`src/rtl/follower_obstacle.sv`:
```
// follower_obstacle
// One falling obstacle in the follower lane. Each move tick moves it down by
// MOVE_AMT. When it reaches the bottom it retires, stays off screen for
// SPAWN_GAP ticks, and then respawns at the top at a pseudo-random x taken
// from a free-running LFSR. It also gives a one-cycle hit pulse on the first
// overlap with the player sprite during each pass.
//
// Ports:
//   clk            pixel clock
//   reset          synchronous, active-high
//   move_followers one-cycle move tick from the scroll controller
//   player_x/y     player sprite top-left corner
//   obs_x/obs_y    obstacle top-left corner (registered)
//   obs_active     obstacle is on screen and should be drawn
//   respawned      one-cycle pulse after a spawn has been loaded
//   hit            one-cycle pulse on the first overlap of a pass
module follower_obstacle #(
   parameter int          MOVE_AMT      = 2,
   parameter int          SCREEN_HEIGHT = 480,
   parameter int          SCREEN_WIDTH  = 640,
   parameter int          OBS_W         = 32,
   parameter int          OBS_H         = 16,
   parameter int          PLAYER_SIZE   = 16,
   parameter int          SPAWN_GAP     = 20,
   parameter int          START_Y       = 0,
   parameter logic [15:0] LFSR_SEED     = 16'hACE1
) (
   input  logic       clk,
   input  logic       reset,
   input  logic       move_followers,
   input  logic [9:0] player_x,
   input  logic [9:0] player_y,
   output logic [9:0] obs_x,
   output logic [9:0] obs_y,
   output logic       obs_active,
   output logic       respawned,
   output logic       hit
);

   localparam int GW = (SPAWN_GAP > 1) ? $clog2(SPAWN_GAP) : 1;
   localparam logic [9:0] X_SPAN = 10'(SCREEN_WIDTH - OBS_W);

   typedef enum logic [1:0] {ST_SPAWN, ST_ACTIVE, ST_WAIT} state_t;

   state_t        state_q, state_d;
   logic [15:0]   lfsr_q, lfsr_d;
   logic [GW-1:0] gap_ctr_q, gap_ctr_d;
   logic          armed_q, armed_d;
   logic [9:0]    obs_x_q, obs_x_d;
   logic [9:0]    obs_y_q, obs_y_d;
   logic          obs_active_q, obs_active_d;
   logic          respawned_q, respawned_d;
   logic          hit_q, hit_d;

   logic [9:0]    spawn_x;
   logic [10:0]   y_next;
   logic          overlap;

   // Fold the LFSR value into [0, SCREEN_WIDTH-OBS_W). One subtraction is
   // enough because a 10-bit value is always less than twice the span.
   assign spawn_x = (lfsr_q[9:0] >= X_SPAN) ? (lfsr_q[9:0] - X_SPAN) : lfsr_q[9:0];
   assign y_next  = {1'b0, obs_y_q} + 11'(MOVE_AMT);

   // The bounding-box test is done in 11 bits so the right and bottom edges
   // cannot wrap near the edge of the screen.
   assign overlap = obs_active_q
                  && ({1'b0, player_x} < ({1'b0, obs_x_q} + 11'(OBS_W)))
                  && ({1'b0, obs_x_q}  < ({1'b0, player_x} + 11'(PLAYER_SIZE)))
                  && ({1'b0, player_y} < ({1'b0, obs_y_q} + 11'(OBS_H)))
                  && ({1'b0, obs_y_q}  < ({1'b0, player_y} + 11'(PLAYER_SIZE)));

   always_comb begin
      state_d      = state_q;
      gap_ctr_d    = gap_ctr_q;
      armed_d      = armed_q;
      obs_x_d      = obs_x_q;
      obs_y_d      = obs_y_q;
      obs_active_d = obs_active_q;
      respawned_d  = 1'b0;

      // Galois LFSR, right shift, taps 16'hB400; runs every cycle.
      lfsr_d = {1'b0, lfsr_q[15:1]} ^ (lfsr_q[0] ? 16'hB400 : 16'h0000);

      // The overlap test uses the position before this edge's move. After a
      // hit, armed stays clear until the next spawn, so each pass gives at
      // most one pulse.
      hit_d = overlap & armed_q;
      if (hit_d) armed_d = 1'b0;

      case (state_q)
         ST_SPAWN: begin
            obs_x_d      = spawn_x;
            obs_y_d      = 10'(START_Y);
            obs_active_d = 1'b1;
            armed_d      = 1'b1;
            respawned_d  = 1'b1;
            state_d      = ST_ACTIVE;
         end
         ST_ACTIVE: begin
            if (move_followers) begin
               if (y_next >= 11'(SCREEN_HEIGHT)) begin
                  obs_active_d = 1'b0;
                  obs_y_d      = 10'd0;
                  gap_ctr_d    = '0;
                  armed_d      = 1'b0;
                  state_d      = ST_WAIT;
               end else begin
                  obs_y_d = y_next[9:0];
               end
            end
         end
         ST_WAIT: begin
            if (move_followers) begin
               if (gap_ctr_q == GW'(SPAWN_GAP - 1)) state_d = ST_SPAWN;
               else gap_ctr_d = gap_ctr_q + 1'b1;
            end
         end
         default: state_d = ST_SPAWN;
      endcase
   end

   always_ff @(posedge clk) begin
      if (reset) begin
         state_q      <= ST_SPAWN;
         lfsr_q       <= LFSR_SEED;
         gap_ctr_q    <= '0;
         armed_q      <= 1'b0;
         obs_x_q      <= 10'd0;
         obs_y_q      <= 10'd0;
         obs_active_q <= 1'b0;
         respawned_q  <= 1'b0;
         hit_q        <= 1'b0;
      end else begin
         state_q      <= state_d;
         lfsr_q       <= lfsr_d;
         gap_ctr_q    <= gap_ctr_d;
         armed_q      <= armed_d;
         obs_x_q      <= obs_x_d;
         obs_y_q      <= obs_y_d;
         obs_active_q <= obs_active_d;
         respawned_q  <= respawned_d;
         hit_q        <= hit_d;
      end
   end

   assign obs_x      = obs_x_q;
   assign obs_y      = obs_y_q;
   assign obs_active = obs_active_q;
   assign respawned  = respawned_q;
   assign hit        = hit_q;

endmodule

```
`config.mk`:
```
export PLATFORM = sky130hd
export DESIGN_NAME = follower_obstacle
export DESIGN_NICKNAME = d
export VERILOG_FILES = /design/src/rtl/follower_obstacle.sv
export SDC_FILE = /design/constraint.sdc
export NUM_CORES = 1
export LEC_CHECK = 0
export ABC_AREA = 1
export CAP_MARGIN = 0
export CORE_ASPECT_RATIO = 1.25
export CORE_MARGIN = 5
export CORE_UTILIZATION = 50
export CTS_BUF_LIST = sky130_fd_sc_hd__clkbuf_16
export DETAILED_ROUTE_END_ITERATION = 7
export PLACE_DENSITY = 0.74
export SKIP_LAST_GASP = 1
export SYNTH_ARGS = -nofsm -noshare
export SYNTH_HDL_FRONTEND = slang
export SYNTH_SLANG_ARGS = --single-unit
```
`constraint.sdc`:
```
create_clock -name clk -period 2.3 [get_ports clk]
set_input_delay 0.345 -clock clk [delete_from_list [all_inputs] [get_ports clk]]
set_output_delay 0.345 -clock clk [all_outputs]
set_load 0.02 [all_outputs]
```
# Yosys cells after proc, flatten, opt, wreduce, memory -nomap -nowiden
# Index checks and enable logic that the tools add are counted.
# totals
register_bits	47
in_bits	23
out_inout_bits	23
wordCells	66
# op_classes
addsub	7
n_lt_le_gt_ge	6
eq_ne	8
muxes	23
bitwise_logic	2
reduce_logical	11
# ops
op	count
10-bit by 11-bit < comparator with 1-bit output	4
10-bit by 5-bit adder with 11-bit output (second input constant)	3
10-bit 2-to-1 mux	3
5-bit 2-to-1 mux	4
10-bit one-hot mux with 2 select lines	1
16-bit 2-to-1 mux	1
15-bit by 16-bit bitwise XOR with 16-bit output	1
10-bit by 2-bit adder with 11-bit output (second input constant)	1
10-bit by 6-bit adder with 11-bit output (second input constant)	1
11-bit by 9-bit greater-or-equal comparator with 1-bit output (second input constant)	1
10-bit greater-or-equal comparator (second input constant)	1
2-bit inequality test (second input constant)	5
5-bit one-hot mux with 2 select lines	1
10-bit subtractor (second input constant)	1
2-bit 2-to-1 mux	4
1-bit 2-to-1 mux	6
2-bit one-hot mux with 3 select lines	1
5-bit by 1-bit adder with 5-bit output (second input constant)	1
5-bit == test (second input constant)	1
5-bit AND reduction	1
1-bit logical AND	4
1-bit one-hot mux with 2 select lines	2
4-bit AND reduction	1
2-bit nonzero test	2
other kinds (6)	6

# Depth between registers and ports, before layout
# logic_depth
ltp_word	11
depth_mapped	15
mapped_depth_nobuf	15

# Worst setup path before layout
# Ideal clock, no wire load.
# synth_timing
path_kind	register to register
startpoint	register obs_y_q[4], in the netlist obs_y[4]
endpoint	register armed_q
setup_time_ns	0.112
arrival_ns	2.030
required_time_ns	2.188
slack_ns	0.157
stages_incl_launch_ff	13
path_buffers	0
synth_period_minus_slack_ns	2.143
path_cell_list	dfxtp_1 -> ha_1 -> inv_1 -> nor2_1 -> xor2_1 -> ha_1 -> a21oi_1 -> or2_2 -> nand3_1 -> nor2_1 -> nand3_1 -> nand2_1 -> nand2_1
# synth_via
elab_chain_cells	9
elab_cells_between_ends	12
classes_between	add/sub (2); order compare (3); mux (4); bitwise (1); reduce/logical (2)
# synth_rtl
item	line	text
start, declared	50	logic [9:0] obs_y_q, obs_y_d;
start signal, assigned	139	obs_y_q <= obs_y_d;
10-bit by 5-bit adder with 11-bit output	69	&& ({1'b0, player_y} < ({1'b0, obs_y_q} + 11'(OBS_H)))
10-bit by 11-bit < comparator with 1-bit output	69	
1-bit logical AND	69	
1-bit logical AND	70	&& ({1'b0, obs_y_q} < ({1'b0, player_y} + 11'(PLAYER_SIZE)));
1-bit bitwise AND	87	hit_d = overlap & armed_q;
1-bit 2-to-1 mux	88	if (hit_d) armed_d = 1'b0;
1-bit 2-to-1 mux	101	if (y_next >= 11'(SCREEN_HEIGHT)) begin
1-bit 2-to-1 mux	100	if (move_followers) begin
1-bit one-hot mux with 2 select lines *	90	case (state_q)
end signal, assigned	137	armed_q <= armed_d;
end, declared	48	logic armed_q, armed_d;
# Mark *: on every way between the ends. The rest lies on a longest branch, timed or not.
# A chain may end at the register's enable or synchronous reset.

# Worst setup path in the final report
# layout_timing
startpoint	register obs_y_q[5], in the netlist obs_y[5]
endpoint	register armed_q
# Same word-level chain as after synthesis.

==> metrics.md <==
| Metric | Value |
|---|---|
| Run status | complete, no violations |
| Port Buffer Count | 44 |
| DRT iter0 DRCs | 80 |
| Skew-Pair Late Insertion Delay | 290 ps |
| Mean Syn Cell Area | 7.30 sq um |
| Fmax | 479 MHz |
| Post-Syn Area | 3190 sq um |
| Largest net degree at the start of global routing | 27 |
| Vias in the first global route | 2,769 |
| Layout cell share with drive strength beyond 1 | 11.2% |
| Commonest non-fill, non-tap cell in the layout | nand2_1 |
| CTS Buffer Depth | 2 |
| Metal2 WL | 3540 um |
| Hold Fails Final Rpt | 0 |
| Syn nets | 502 |
| Setup bufs post-CTS | 0 |
| Final Wtd Congestion | 0.839 |
| DIE AREA | 8080 sq um |
| N_diodes | 0 |
| Final setup viols | 0 |
| Routed Antenna Nets | 0 |
| Setup slack, reg-to-reg | 210 ps |
| Core Area | 6210 sq um |
| Residual DRC | 0 |
| Starting Density | 51.4% |
| Worst r2r src | obs_y[5] |
| DRT Wirelength | 6900 um |
| Seq cells post-synth | 46 |
| Worst setup SP type | flop |
| Post-layout util | 64.1% |
| Die Span Y | 99.3 um |
| Area growth syn-to-layout | 24.8% |
| Final min period | 2090 ps |
| Final HPWL from detailed placement | 5520 um |
| Filler cells | 583 |
| FP Rows | 32 |
| Top routing layer used | met4 |
| Remaining Overflow, GRT | 0 |
| Clk sinks | 46 |
| Power after layout | 2.18 mW |
| WS Path Type | flop to flop |
| Skew final | 5.25 ps |
| Die X | 81.4 um |
| Pwr Density | 548 nW/um^2 |
| Max-slew violation count | 0 |
| Critical Path RT | 2490 ps |
| Pleak | 1.81 nW |
| CP startpoint | obs_y[5] |
| Final worst setup slack | 211 ps |
| Worst-path clk slew | 70 ps |
| DR vias | 2,896 |
| Pre-antenna DRT Iters | 4 |
| GRT Resource Usage Total | 18.2% |
| Worst vdd ir | 0.577 mV |
| Initial antenna violation count | 0 |
| TritonCTS clock tree | done |
| WL per Instance | 11.8 um |
| First-pass GRT wire length | 11,900 um |
| Final Net Count | 562 |
| Min-delay src | lfsr_q[15] |
| Vias per cell | 4.97 |
| Crit. End Element | flop |
| Max Cap Violations | 0 |
| Final period util | 90.8% |
| Yosys Warn Count | 0 |
| Critical path peak fanout | 5 |
| Worst hold-check path type | flop to flop |
| Seq/Total Area, Yosys | 28.9% |
| Root Driver | clkbuf_16 |
| Post-Route M1 WL | 3070 um |
| Unrepaired setup endpoints after global routing | no |
| Total CTS buffers | 5 |
| Setup slack at placement | -109 ps |
| Syn Inst Count | 437 |
| Commonest non-fill, non-tap cells in the layout | nand2_1 (86), inv_1 (55), nor2_1 (53), dfxtp_1 (46), clkdlybuf4s50_1 (43) |
| Routed length on met3 | 228 um |
| Distinct cells, synth | 35 |
| H-tree depth | 2 |
| CP arrival | 2280 ps |
| I/O Pins | 46 |
-- through the flow --
stage,std cells,area (sq um),TNS [ps],hold slack [ps]
2_1_floorplan,437,3190,0,388
3_3_place_gp,575,3820,-41.9,389
3_5_place_dp,575,3820,-149,399
4_1_cts,583,3970,0,411
5_1_grt,583,3980,0,421
6_report,583,3980,0,406
-- layer usage --
metal  track usage [%]  vias up
met5                 0        -
met4              4.42        0
met3              3.17        6
met2              33.1       40
met1              21.5     1314
li1                  -     1536
-- sequential cells by signal (all words and copies together), names as in the netlist --
| name | flops |
|---|---|
| obs_x | 10 |
| armed_q | 1 |
| gap_ctr_q | 5 |
| respawned | 1 |
| state_q | 2 |
| lfsr_q | 16 |
| obs_active | 1 |
| hit | 1 |
| obs_y | 9 |
-- final timing paths --
path	endpoint	depth (start not counted)
hold reg to reg	lfsr_q[14]	2
setup / recovery	armed_q	12
setup reg to reg	armed_q	12
hold / removal	lfsr_q[14]	2
-- layout make-up --
type / instances / area (sq um) / area share [%]
Sequential cell: 46 / 921 / 23.2
Inverter: 60 / 228 / 5.73
Timing Repair Buffer: 61 / 571 / 14.3
Tap cell: 85 / 106 / 2.67
Multi-Input combinational cell: 323 / 2000 / 50.3
Clock buffer: 5 / 125 / 3.15
Clock inverter: 3 / 26.3 / 0.661
-- Yosys cell counts --
cell type	count	area (sq um)
nand2_1	86	323
inv_1	55	206
nor2_1	53	199
dfxtp_1	46	921
ha_1	42	526
a21oi_1	29	145
nand3_1	23	115
o21ai_0	15	75.1
xor2_1	15	131
nand4_1	11	68.8
or2_2	6	37.5
xnor2_1	6	52.6
clkbuf_1	5	18.8
a31oi_1	4	25.0
inv_2	4	15.0
a21o_1	3	22.5
buf_4	3	22.5
nand2_2	3	18.8
nand3_2	3	30.0
nand3b_1	3	22.5
nor2_2	3	18.8
a211oi_2	2	25.0
nand3_4	2	35.0
nor2_4	2	22.5
nor3_1	2	10.0
o21bai_1	2	15.0
a211oi_1	1	7.51
a21oi_2	1	8.76
conb_1	1	3.75
inv_4	1	6.26
nand2_4	1	11.3
nor2_8	1	20.0
o21a_1	1	7.51
o22ai_2	1	12.5
o311ai_0	1	8.76
-- cell families (layout without fill, tap and decap cells) --
family,Yosys count,after routing,share of synthesized area (%)
simple gates,199,199,29.2
buf+inv,68,129,8.44
compound gates,60,60,11.1
flops,46,46,28.9
fa+ha+maj,42,42,16.5
xor+xnor,21,21,5.77
other cells,1,1,0.118
-- worst max-delay path, stage by stage, from the launching register on --
cell and delay [ps]:
dfxtp_1 330, ha_1 260, inv_1 80, nor2_1 160, xor2_1 200, ha_1 270
a21oi_1 150, or2_2 120, nand3_1 100, nor2_1 110, nand3_1 100, nand2_1 70
nand2_1 40
-- power breakdown --
part	switching, mW	leakage, nW	internal, mW
Clock	0.319	0.0752	0.414
Sequential	0.0562	0.380	0.852
Combinational	0.297	1.36	0.242
-- what timing repair did --
item / 4_1_cts / 5_1_grt
resized for setup: 0 / 2
endpoints found under the setup margin: 0 / 1
hold buffers: 0 / 0
endpoints found under the hold margin: 0 / 0
Power figures use the tool's default switching activity.
